File: src/rtl/mv_seq_pkg.sv
// Shared types and defaults for the matrix-vector tile sequencer.
// Holds the FSM state encoding, default pipeline geometry and the vector-bank encoding.
package mv_seq_pkg;

    typedef enum logic [2:0] {
        IDLE,
        FEED,
        DRAIN,
        WAIT_WB,
        FIN
    } state_t;

    localparam int DEF_LANES    = 6;
    localparam int DEF_PIPE_LAT = 82;
    localparam int DEF_ACC_LAT  = 38;

    localparam logic BANK0 = 1'b0;
    localparam logic BANK1 = 1'b1;

endpackage

File: src/rtl/mv_delay_line.sv
// Fixed-depth token shift register with a mid tap, an end tap and an occupancy flag.
// Every stage is cleared together by reset or by the synchronous clear input.
module mv_delay_line #(
    parameter int DEPTH = 8,
    parameter int WIDTH = 2,
    parameter int TAP_A = 4
) (
    input  logic             clk,
    input  logic             rstn,
    input  logic             clr,
    input  logic [WIDTH-1:0] din,
    output logic [WIDTH-1:0] tap_a,
    output logic [WIDTH-1:0] tap_b,
    output logic             occupied
);

    logic [WIDTH-1:0] stage [DEPTH];

    // NOTE: stages are reset, not left X; the sequencer reads occupancy to leave DRAIN.
    always_ff @(posedge clk) begin
        if (!rstn || clr) begin
            for (int i = 0; i < DEPTH; i++) stage[i] <= '0;
        end else begin
            stage[0] <= din;
            for (int i = 1; i < DEPTH; i++) stage[i] <= stage[i-1];
        end
    end

    assign tap_a = stage[TAP_A-1];
    assign tap_b = stage[DEPTH-1];

    always_comb begin
        occupied = 1'b0;
        for (int i = 0; i < DEPTH; i++) occupied = occupied | (|stage[i]);
    end

endmodule

File: src/rtl/mv_tile_sequencer.sv
// Sequences iterated y = M*x over a LANES-row tile array, ping-ponging vector banks.
// Issues BRAM reads, aligns accumulator controls and bursts per-lane write-back.
module mv_tile_sequencer
    import mv_seq_pkg::*;
#(
    parameter int LANES    = DEF_LANES,
    parameter int COL_W    = 9,
    parameter int GRP_W    = 8,
    parameter int ITER_W   = 16,
    parameter int MADDR_W  = 12,
    parameter int VADDR_W  = 10,
    parameter int PIPE_LAT = DEF_PIPE_LAT,
    parameter int ACC_LAT  = DEF_ACC_LAT,
    localparam int LANE_W  = (LANES > 1) ? $clog2(LANES) : 1
) (
    input  logic               clk,
    input  logic               rstn,
    input  logic               start,
    input  logic               abort,
    input  logic [COL_W-1:0]   cols,
    input  logic [GRP_W-1:0]   groups,
    input  logic [ITER_W-1:0]  iterations,
    output logic               busy,
    output logic               done,
    output logic               err,
    output logic               result_bank,
    output logic [MADDR_W-1:0] m_addr,
    output logic               m_en,
    output logic [VADDR_W-1:0] v_raddr,
    output logic               v_ren,
    output logic [VADDR_W-1:0] v_waddr,
    output logic               v_we,
    output logic [LANE_W-1:0]  wb_lane,
    output logic               acc_valid,
    output logic               acc_last
);

    localparam int VW = VADDR_W - 1;

    state_t             state, state_d;
    logic [COL_W-1:0]   cfg_cols, col_q;
    logic [GRP_W-1:0]   cfg_groups, grp_q;
    logic [ITER_W-1:0]  cfg_iters, iter_q;
    logic [MADDR_W-1:0] m_cnt;
    logic               rd_bank, wr_bank, res_bank, err_q;
    logic               wb_act;
    logic [LANE_W-1:0]  wb_lane_q;
    logic [VW-1:0]      wb_base;
    logic [1:0]         tok_in, tok_acc, tok_wb;
    logic               dl_occupied;
    logic [31:0]        m_words, v_words;
    logic               cfg_bad, feed, last_col, last_read, iter_done;
    logic               abort_hit, wb_first, wb_end;

    assign m_words   = 32'(groups) * 32'(cols);
    assign v_words   = 32'(groups) * 32'(LANES);
    assign cfg_bad   = (32'(cols) < 32'(LANES)) || (groups == '0) || (iterations == '0) ||
                       (m_words > (32'd1 << MADDR_W)) || (v_words > (32'd1 << VW));
    assign feed      = (state == FEED);
    assign last_col  = (col_q == cfg_cols - COL_W'(1));
    assign last_read = feed && last_col && (grp_q == cfg_groups - GRP_W'(1));
    assign iter_done = (iter_q + ITER_W'(1)) == cfg_iters;
    assign abort_hit = abort && (state != IDLE);

    // Token = {valid, last}; the end tap marks the accumulator result of a finished group.
    assign tok_in   = {feed, feed && last_col};
    assign wb_first = tok_wb[0];
    assign wb_end   = (wb_first && LANES == 1) || (wb_act && wb_lane_q == LANE_W'(LANES - 1));

    mv_delay_line #(
        .DEPTH (PIPE_LAT + ACC_LAT),
        .WIDTH (2),
        .TAP_A (PIPE_LAT)
    ) u_tok_dl (
        .clk      (clk),
        .rstn     (rstn),
        .clr      (abort_hit),
        .din      (tok_in),
        .tap_a    (tok_acc),
        .tap_b    (tok_wb),
        .occupied (dl_occupied)
    );

    always_ff @(posedge clk) begin
        if (!rstn) state <= IDLE;
        else       state <= state_d;
    end

    // NOTE: next state defaults to the current one so no branch can infer a latch.
    always_comb begin
        state_d = state;
        case (state)
            IDLE:    if (start && !abort) state_d = cfg_bad ? FIN : FEED;
            FEED:    if (last_read) state_d = DRAIN;
            DRAIN:   if (!dl_occupied && !wb_act) state_d = WAIT_WB;
            WAIT_WB: state_d = iter_done ? FIN : FEED;
            FIN:     state_d = IDLE;
            default: state_d = IDLE;
        endcase
        if (abort_hit) state_d = FIN;
    end

    // NOTE: sequential state uses non-blocking assignments so every register sees pre-edge values.
    always_ff @(posedge clk) begin
        if (!rstn || abort_hit) begin
            cfg_cols   <= '0;
            cfg_groups <= '0;
            cfg_iters  <= '0;
            col_q      <= '0;
            grp_q      <= '0;
            iter_q     <= '0;
            m_cnt      <= '0;
            rd_bank    <= BANK0;
            wr_bank    <= BANK0;
            res_bank   <= BANK0;
            err_q      <= rstn;   // abort reports an error, reset does not
            wb_act     <= 1'b0;
            wb_lane_q  <= '0;
            wb_base    <= '0;
        end else begin
            if (wb_end) wb_base <= wb_base + VW'(LANES);
            if (wb_first && LANES > 1) begin
                wb_act    <= 1'b1;
                wb_lane_q <= LANE_W'(1);
            end else if (wb_act) begin
                if (wb_lane_q == LANE_W'(LANES - 1)) begin
                    wb_act    <= 1'b0;
                    wb_lane_q <= '0;
                end else begin
                    wb_lane_q <= wb_lane_q + LANE_W'(1);
                end
            end

            case (state)
                IDLE: if (start && !abort) begin
                    cfg_cols   <= cols;
                    cfg_groups <= groups;
                    cfg_iters  <= iterations;
                    err_q      <= cfg_bad;
                    col_q      <= '0;
                    grp_q      <= '0;
                    iter_q     <= '0;
                    m_cnt      <= '0;
                    rd_bank    <= BANK0;
                    wr_bank    <= BANK1;
                    res_bank   <= BANK0;
                    wb_base    <= '0;
                end
                FEED: begin
                    if (last_read) begin
                        col_q <= '0;
                        grp_q <= '0;
                        m_cnt <= '0;
                    end else begin
                        m_cnt <= m_cnt + MADDR_W'(1);
                        if (last_col) begin
                            col_q <= '0;
                            grp_q <= grp_q + GRP_W'(1);
                        end else begin
                            col_q <= col_q + COL_W'(1);
                        end
                    end
                end
                WAIT_WB: begin
                    rd_bank <= wr_bank;
                    wr_bank <= rd_bank;
                    wb_base <= '0;
                    if (iter_done) begin
                        iter_q   <= '0;
                        res_bank <= wr_bank;
                    end else begin
                        iter_q <= iter_q + ITER_W'(1);
                    end
                end
                default: ;
            endcase
        end
    end

    assign busy        = (state == FEED) || (state == DRAIN) || (state == WAIT_WB);
    assign done        = (state == FIN);
    assign err         = err_q;
    assign result_bank = res_bank;
    assign m_addr      = m_cnt;
    assign m_en        = feed;
    assign v_raddr     = {rd_bank, VW'(col_q)};
    assign v_ren       = feed;
    assign acc_valid   = tok_acc[1];
    assign acc_last    = tok_acc[0];
    assign v_we        = wb_first || wb_act;
    assign wb_lane     = wb_first ? '0 : wb_lane_q;
    assign v_waddr     = {wr_bank, wb_base + VW'(wb_lane)};

endmodule

File: config.mk
export PLATFORM = sky130hd
export DESIGN_NAME = mv_tile_sequencer
export DESIGN_NICKNAME = d
export VERILOG_FILES = /design/src/rtl/mv_seq_pkg.sv /design/src/rtl/mv_delay_line.sv /design/src/rtl/mv_tile_sequencer.sv
export SDC_FILE = /design/constraint.sdc
export NUM_CORES = 1
export LEC_CHECK = 0
export ABC_AREA = 1
export BUFFER_PORTS_ARGS = -buffer_cell sky130_fd_sc_hd__buf_2
export CELL_PAD_IN_SITES_DETAIL_PLACEMENT = 1
export CELL_PAD_IN_SITES_GLOBAL_PLACEMENT = 2
export CORE_ASPECT_RATIO = 2
export CORE_MARGIN = 2
export CORE_UTILIZATION = 33
export CTS_CLUSTER_SIZE = 14
export DETAILED_ROUTE_END_ITERATION = 12
export PLACE_DENSITY_LB_ADDON = 0.1
export SLEW_MARGIN = 0
export SYNTH_ARGS = -nofsm -noshare
export SYNTH_HDL_FRONTEND = slang
export SYNTH_SLANG_ARGS = --single-unit
File: constraint.sdc
create_clock -name clk -period 4.56 [get_ports clk]
set_input_delay 0.684 -clock clk [delete_from_list [all_inputs] [get_ports clk]]
set_output_delay 0.684 -clock clk [all_outputs]
set_load 0.05 [all_outputs]
==> results of run 1 <==
[kinds of logic after synthesis]
kind of cell               after synthesis  share of synthesized area
and+or+nand+nor                        906                      0.252
buffers and inverters                  534                      0.129
DFF                                    337                      0.428
AOI/OAI and AO/OA                      155                     0.0572
adders and majority gates              100                     0.0997
xor gates and xnor gates                62                     0.0344
[stage by stage]
step                      utilization  setup WS, ns  instances
final                           0.394         0.222       2855
after global routing            0.394       -0.0215       2855
after CTS                       0.389      0.000324       2855
after detailed placement        0.363        -0.671       2795
after global placement          0.363        -0.616       2795
after floorplan                     -        0.0101       2094
[flip-flops by register name, indices dropped and copies added (netlist names)]
register and count:
cfg_cols 9, cfg_groups 8, cfg_iters 16, col_q 9, err 1, grp_q 8, iter_q 16, m_addr 12
rd_bank 1, result_bank 1, state 3, u_tok_dl.stage 240, wb_act 1, wb_base 8, wb_lane_q 3, wr_bank 1
[metal layers]
| metal | wire (um) | vias to the layer above | part of all wire |
|---|---|---|---|
| li1 | - | 6576 | - |
| met1 | 15900 | 6284 | 0.37 |
| met2 | 24900 | 124 | 0.58 |
| met3 | 1040 | 54 | 0.024 |
| met4 | 1240 | 0 | 0.029 |
| met5 | 0 | - | 0 |
[worst max-delay path, stage by stage]
cell and delay (ns):
clkbuf_4 0.16, nand2_2 0.08, fa_1 0.50, fa_1 0.57, inv_1 0.06, fa_1 0.46, fa_1 0.51, ha_4 0.32
nand2_1 0.05, nand2_1 0.07, inv_1 0.05, buf_4 0.13, nand2_1 0.07, nand3_1 0.09, nand2_1 0.09, nor2_1 0.05
nor2_2 0.13, nand4_1 0.12, nand2_2 0.16, buf_12 0.12, nand4_1 0.07, nand2_1 0.08, nand2_1 0.05, a21oi_1 0.11
[power groups by stage]
stage / sequential (W) / clock (W) / combinational [W]
after global placement: 0.00310 / 0 / 0.00192
after CTS: 0.00303 / 0.00316 / 0.00199
final: 0.00303 / 0.00303 / 0.00211
after detailed placement: 0.00310 / 0 / 0.00194
after global routing: 0.00304 / 0.00325 / 0.00238
after floorplan: 0.00310 / 0 / 0.00126
[what timing repair did]
action | 4_1_cts | 5_1_grt
endpoints found under the setup margin | 3 | 3
gates resized for setup | 7 | 63
setup buffers | 0 | 0
pin swaps | 1 | 32
[final cells by class]
class                           instances  area [um^2]
Clock inverter                          9          160
Clock buffer                           51         1060
Inverter                              467         1760
Timing Repair Buffer                  136          892
Sequential cell                       337         6760
Multi-Input combinational cell       1223         7230
Fill cell                            5877        28700
Tap cell                              632          791
[placed cells by master (no fill, tap or decap), types with 21 or more instances in the layout]
cell	instances
xor2_1	41
nand4_1	38
dfxtp_1	336
clkbuf_16	36
nand2_2	27
a21oi_1	60
nor4_1	52
inv_1	456
fa_1	38
nor3_1	22
nand3_1	66
buf_2	69
nand2_1	258
xnor2_1	21
nor2_1	387
o21ai_0	51
ha_1	48
buf_4	56
[path summary, 6_finish.rpt]
check	startpoint	endpoint	slack, ns	cells after the start
min reg2reg	u_tok_dl.stage[0][63]$_SDFF_PP0_	u_tok_dl.stage[0][65]$_SDFF_PP0_	0.40	2
max reg2reg	state[1]$_SDFFE_PP0P_	grp_q[4]$_SDFFE_PP0P_	1.71	11
max	groups[5]	state[0]$_SDFFE_PP0P_	0.22	24
min	iterations[12]	cfg_iters[12]$_SDFFE_PP0P_	0.40	3
==> out/metrics.yaml, run 1 <==
timing:
  timing_hold_violations_final: 0
  fin_setup_tns_ns: 0
  achievable-frequency_mhz: 231
  timing_worst_slew_pin_value_ns: 0.968
  maxSlewHeadroom: 0.352
  timing.hold.ws_ns: 0.402
  slew_violations: 0
  clock_skew_ns: 0.0349
  final_cycle_share: 0.951
  finalCriticalPeriod_ns: 4.34
  report.final.setup_viol: 0
clock_network:
  cts-htree-levels: 2
  worst_setup_hold_path_clk_slew_ns: 0.06
  worst_skew_pair.late_latency_ns: 0.53
  numCtsBuffers: 35
  tritoncts: "done"
  hold_buffers: 0
  root_buffer: "clkbuf_16"
  ctsLongestPathBuffers: 3
  sink_count_of_the_clock_tree: 337
logic_synthesis:
  post_synth_main_area_contributors: "dfxtp_1 43%, inv_1 11%, nor2_1 9.4%"
  yosys-top-cells-count: "459 x inv_1, 395 x nor2_1, 336 x dfxtp_1"
  netlist_area_um2: 15800
  ys.warnings.count: 0
  synth_top_cell_area_share: 0.426
  mappedNetlistNets: 2231
  seq_area_frac_synth: 0.428
  synth_cells: 2094
  synthDistinctLibCells: 53
  synth-async-reset-ratio: 0
  dominantRegCellSynth: "dfxtp_1"
  synthMostInstantiatedCell: "inv_1"
  synth_largest_area_cell: "dfxtp_1"
  synthesis.area_per_instance_um2: 7.54
  postSynthRegisterBits: 337
  synth_edf_count: 1
grt:
  grt_overflow_total: 0
  gr-usage-met3: 0.0212
  largest_net_degree_at_the_start_of_global_routing: 118
  grt_first_pass_wirelength_um: 69600
  grt_antenna_before_repair: 0
  met1_demand_to_capacity_share_in_global_routing: 0.176
  global_route.usage.met2: 0.362
  grt.busiest_layer: "met2"
  first_global_vias: 14000
  grt_util_all_layers: 0.177
power:
  p_switching_w: 0.00248
  p_sw_frac: 0.303
  sequential_group_share_of_total_power: 0.371
  power_leakage_nw: 8.03
  power.clock.fraction: 0.371
  power.combinational.fraction: 0.258
  design_power_total_w: 0.00818
  worst_ir_drop_vdd_uv: 326
  internal-power_w: 0.00569
  pwr_density_cell_nw_per_um2: 438
floorplanning:
  num_io_pins: 81
  row_count: 113
  die_area_um2: 49700
  die_w_um: 159
  floorplan.die.height_um: 313
  initial_utilization: 0.333
  fp.coreArea_um2: 47400
routing:
  drcViolationCount: 0
  drtPass1Iterations: 4
  vias: 13000
  detailed_route_iter0_violations: 352
  wl_per_cell_um: 15.1
  via_per_inst: 4.57
  antenna_left: 0
  drt_wl_total_um: 43100
place:
  dp_hpwl_um: 33500
  placement.io_buffers: 80
  detailed_place.area_um2: 17200
  gp_congestion: 0.808
critical_path:
  end_kind: "flop"
  cp-start-kind: "primary input"
  cp_data_arrival_time_ns: 4.79
  path_class: "in2reg"
  timing.critical_path.fanout_max: 5
  timing.critical_path.required_ns: 5.01
job:
  drv_cap: 0
finish:
  final_non_filler_cell_area_um2: 18600
  diodes: 0
  layout-drive-gt1-share: 0.131
  areaGrowthSynthToFinish_pct: 18.1
  layout.nets: 2337
worst_hold_path:
  min-delay-path-class: "in2reg"
outcome:
  run_status: "finished clean"
No activity file was read; power rests on OpenSTA's default activity.
==> run 2: changes to the inputs <==
--- a/config.mk
+++ b/config.mk
@@ -11,7 +11,7 @@
 export CELL_PAD_IN_SITES_GLOBAL_PLACEMENT = 2
 export CORE_ASPECT_RATIO = 2
 export CORE_MARGIN = 2
-export CORE_UTILIZATION = 33
+export CORE_UTILIZATION = 39
 export CTS_CLUSTER_SIZE = 14
 export DETAILED_ROUTE_END_ITERATION = 12
 export PLACE_DENSITY_LB_ADDON = 0.1
@@ -19,3 +19,4 @@
 export SYNTH_ARGS = -nofsm -noshare
 export SYNTH_HDL_FRONTEND = slang
 export SYNTH_SLANG_ARGS = --single-unit
+export TNS_END_PERCENT = 100
==> constraint.sdc (replaced) <==
create_clock -name clk -period 5.6 [get_ports clk]
set_input_delay 0.84 -clock clk [delete_from_list [all_inputs] [get_ports clk]]
set_output_delay 0.84 -clock clk [all_outputs]
set_load 0.05 [all_outputs]
==> out/metrics.yaml, run 2 (synthesized netlist as in run 1, its figures left out) <==
outcome:
  run_status: "finished clean"
floorplanning:
  die_area_um2: 42200
  floorplan.die.height_um: 289
  fp.coreArea_um2: 40100
  die_w_um: 146
  num_io_pins: 81
  initial_utilization: 0.394
  row_count: 104
timing:
  finalCriticalPeriod_ns: 4.80
  maxSlewHeadroom: 0.306
  slew_violations: 0
  final.setup.worst_slack_ns: 0.804
  report.final.setup_viol: 0
  timing.hold.ws_ns: 0.420
  grt_setup_unrepaired: "false"
  timing_hold_violations_final: 0
  timing_worst_slew_pin_value_ns: 1.04
  final_cycle_share: 0.856
  clock_skew_ns: 0.0193
  fin_setup_tns_ns: 0
  achievable-frequency_mhz: 209
clock_network:
  worst_skew_pair.late_latency_ns: 0.57
  ctsLongestPathBuffers: 3
  numCtsBuffers: 31
  sink_count_of_the_clock_tree: 337
  tritoncts: "done"
  hold_buffers: 0
  cts-htree-levels: 1
  postCtsResizedCells: 0
  worst_setup_hold_path_clk_slew_ns: 0.07
  cts.repair_timing.setup_buffer_count: 0
  root_buffer: "clkbuf_16"
place:
  gp_congestion: 0.801
  pre_cts_slack_ns: 0.173
  dp_hpwl_um: 31400
  dpl.cell_count: 2654
  placement.io_buffers: 80
finish:
  layout.cells.most_common: "inv_1"
  layout.nets: 2294
  largestRegisters: "u_tok_dl.stage: 240 flops, cfg_iters: 16 flops, iter_q: 16 flops"
  mostFrequentLayoutCells: "458 x inv_1, 393 x nor2_1, 336 x dfxtp_1"
  largest_reg_flops: 240
  finish.utilization: 0.441
  diodes: 0
  areaGrowthSynthToFinish_pct: 11.9
  largest-register: "u_tok_dl.stage"
  layout-drive-gt1-share: 0.0883
  finish.cell_count_without_fillers: 2705
critical_path:
  path_class: "in2reg"
  cp-startpoint: "cols[4]"
  worstPathCellList: "buf_2 -> nand2_1 -> fa_1 -> inv_1 -> fa_1 -> fa_1 -> fa_1 -> ha_1 -> nand2_1 -> inv_1 -> a21oi_1 -> inv_1 -> a21oi_1 -> a21boi_0 -> nor2_1 -> nand4_1 -> nand2_1 -> a41oi_1"
  most_used_cell_cp: "fa_1"
  worstReg2RegEnd: "iter_q[13]$_SDFFE_PP0P_"
  r2r_setup_slack_ns: 2.73
  critPathBufInv: 4
  timing.critical_path.required_ns: 5.88
  cp-start-kind: "primary input"
  path_delay_family: "adder cells"
  path_depth: 18
  critical_path.reg2reg.startpoint: "state[1]$_SDFFE_PP0P_"
  crit_path_top_delay_cell: "fa_1"
  end_kind: "flop"
  cp_data_arrival_time_ns: 5.08
  timing.critical_path.fanout_max: 10
  timing.critical_path.to: "err$_DFFE_PP_"
  timing.reg2reg.worst_path_depth: 10
  slowest_delay_ns: 0.55
job:
  drv_cap: 0
power:
  pwr_density_cell_nw_per_um2: 332
  power_leakage_nw: 7.68
  worst_ir_drop_vdd_uv: 234
grt:
  grt_util_all_layers: 0.194
  grt_overflow_total: 0
  grt_first_pass_wirelength_um: 66800
  first_global_vias: 13700
  largest_net_degree_at_the_start_of_global_routing: 110
  grt_antenna_before_repair: 0
routing:
  via_per_inst: 4.76
  drt_wl_total_um: 40600
  drcViolationCount: 0
  drtPass1Iterations: 4
  antenna_left: 0
  vias: 12900
  wl_per_cell_um: 15.0
  detailed_route_iter0_violations: 388
worst_hold_path:
  min-delay-path-class: "reg2reg"
==> run 2: cell types whose count changed in the layout (fill, tap and decap cells not counted), sizes merged <==
cell	change
inv	-1
buf	-35
clkbuf	-10
bufinv	-2
==> run 2: area by class of cell <==
type / count / area, um^2
Clock inverter: 6 / 83.8
Clock buffer: 45 / 868
Fill cell: 5113 / 22400
Inverter: 467 / 1760
Sequential cell: 337 / 6760
Timing Repair Buffer: 97 / 528
Multi-Input combinational cell: 1223 / 7010
Tap cell: 530 / 663
==> run 2: metrics by stage <==
step | area [um^2] | total power, W
2_1_floorplan | 15800 | 0.00353
3_3_place_gp | 16700 | 0.00389
3_5_place_dp | 16700 | 0.00392
4_1_cts | 17700 | 0.00599
5_1_grt | 17700 | 0.00624
6_report | 17700 | 0.00587
==> run 2: how the worst min path moves through the flow <==
| stage | start | cells past startpoint | endpoint | slack [ns] |
|---|---|---|---|---|
| after CTS | u_tok_dl.stage[0][99]$_SDFF_PP0_ | 2 | u_tok_dl.stage[0][101]$_SDFF_PP0_ | 0.43 |
| after global routing | u_tok_dl.stage[0][130]$_SDFF_PP0_ | 2 | u_tok_dl.stage[0][132]$_SDFF_PP0_ | 0.44 |
| after floorplan | u_tok_dl.stage[0][98]$_SDFF_PP0_ | 2 | u_tok_dl.stage[0][100]$_SDFF_PP0_ | 0.41 |
| final | u_tok_dl.stage[0][47]$_SDFF_PP0_ | 2 | u_tok_dl.stage[0][49]$_SDFF_PP0_ | 0.42 |
| after detailed placement | u_tok_dl.stage[0][169]$_SDFF_PP0_ | 2 | u_tok_dl.stage[0][171]$_SDFF_PP0_ | 0.42 |
| after global placement | u_tok_dl.stage[0][97]$_SDFF_PP0_ | 2 | u_tok_dl.stage[0][99]$_SDFF_PP0_ | 0.41 |
==> run 2: metal layers <==
| metal | GRT usage | share of wire |
|---|---|---|
| met1 | 0.194 | 0.38 |
| met2 | 0.400 | 0.56 |
| met3 | 0.0254 | 0.030 |
| met4 | 0.0680 | 0.035 |
| met5 | 0 | 0 |
==> run 2: worst reg2reg max path, delay by kind of cell, from the launching register on <==
family | cells | cell delay (ns)
buffers and inverters | 4 | 0.89
AO/OA/AOI/OAI | 1 | 0.14
AND/OR/NAND/NOR | 5 | 1.34
flip-flops | 1 | 0.35
==> run 2: power breakdown <==
group | switching, W | internal [W] | total (W)
logic | 0.000898 | 0.000468 | 0.00137
clock network | 0.000883 | 0.00115 | 0.00204
registers | 0.0000340 | 0.00244 | 0.00247
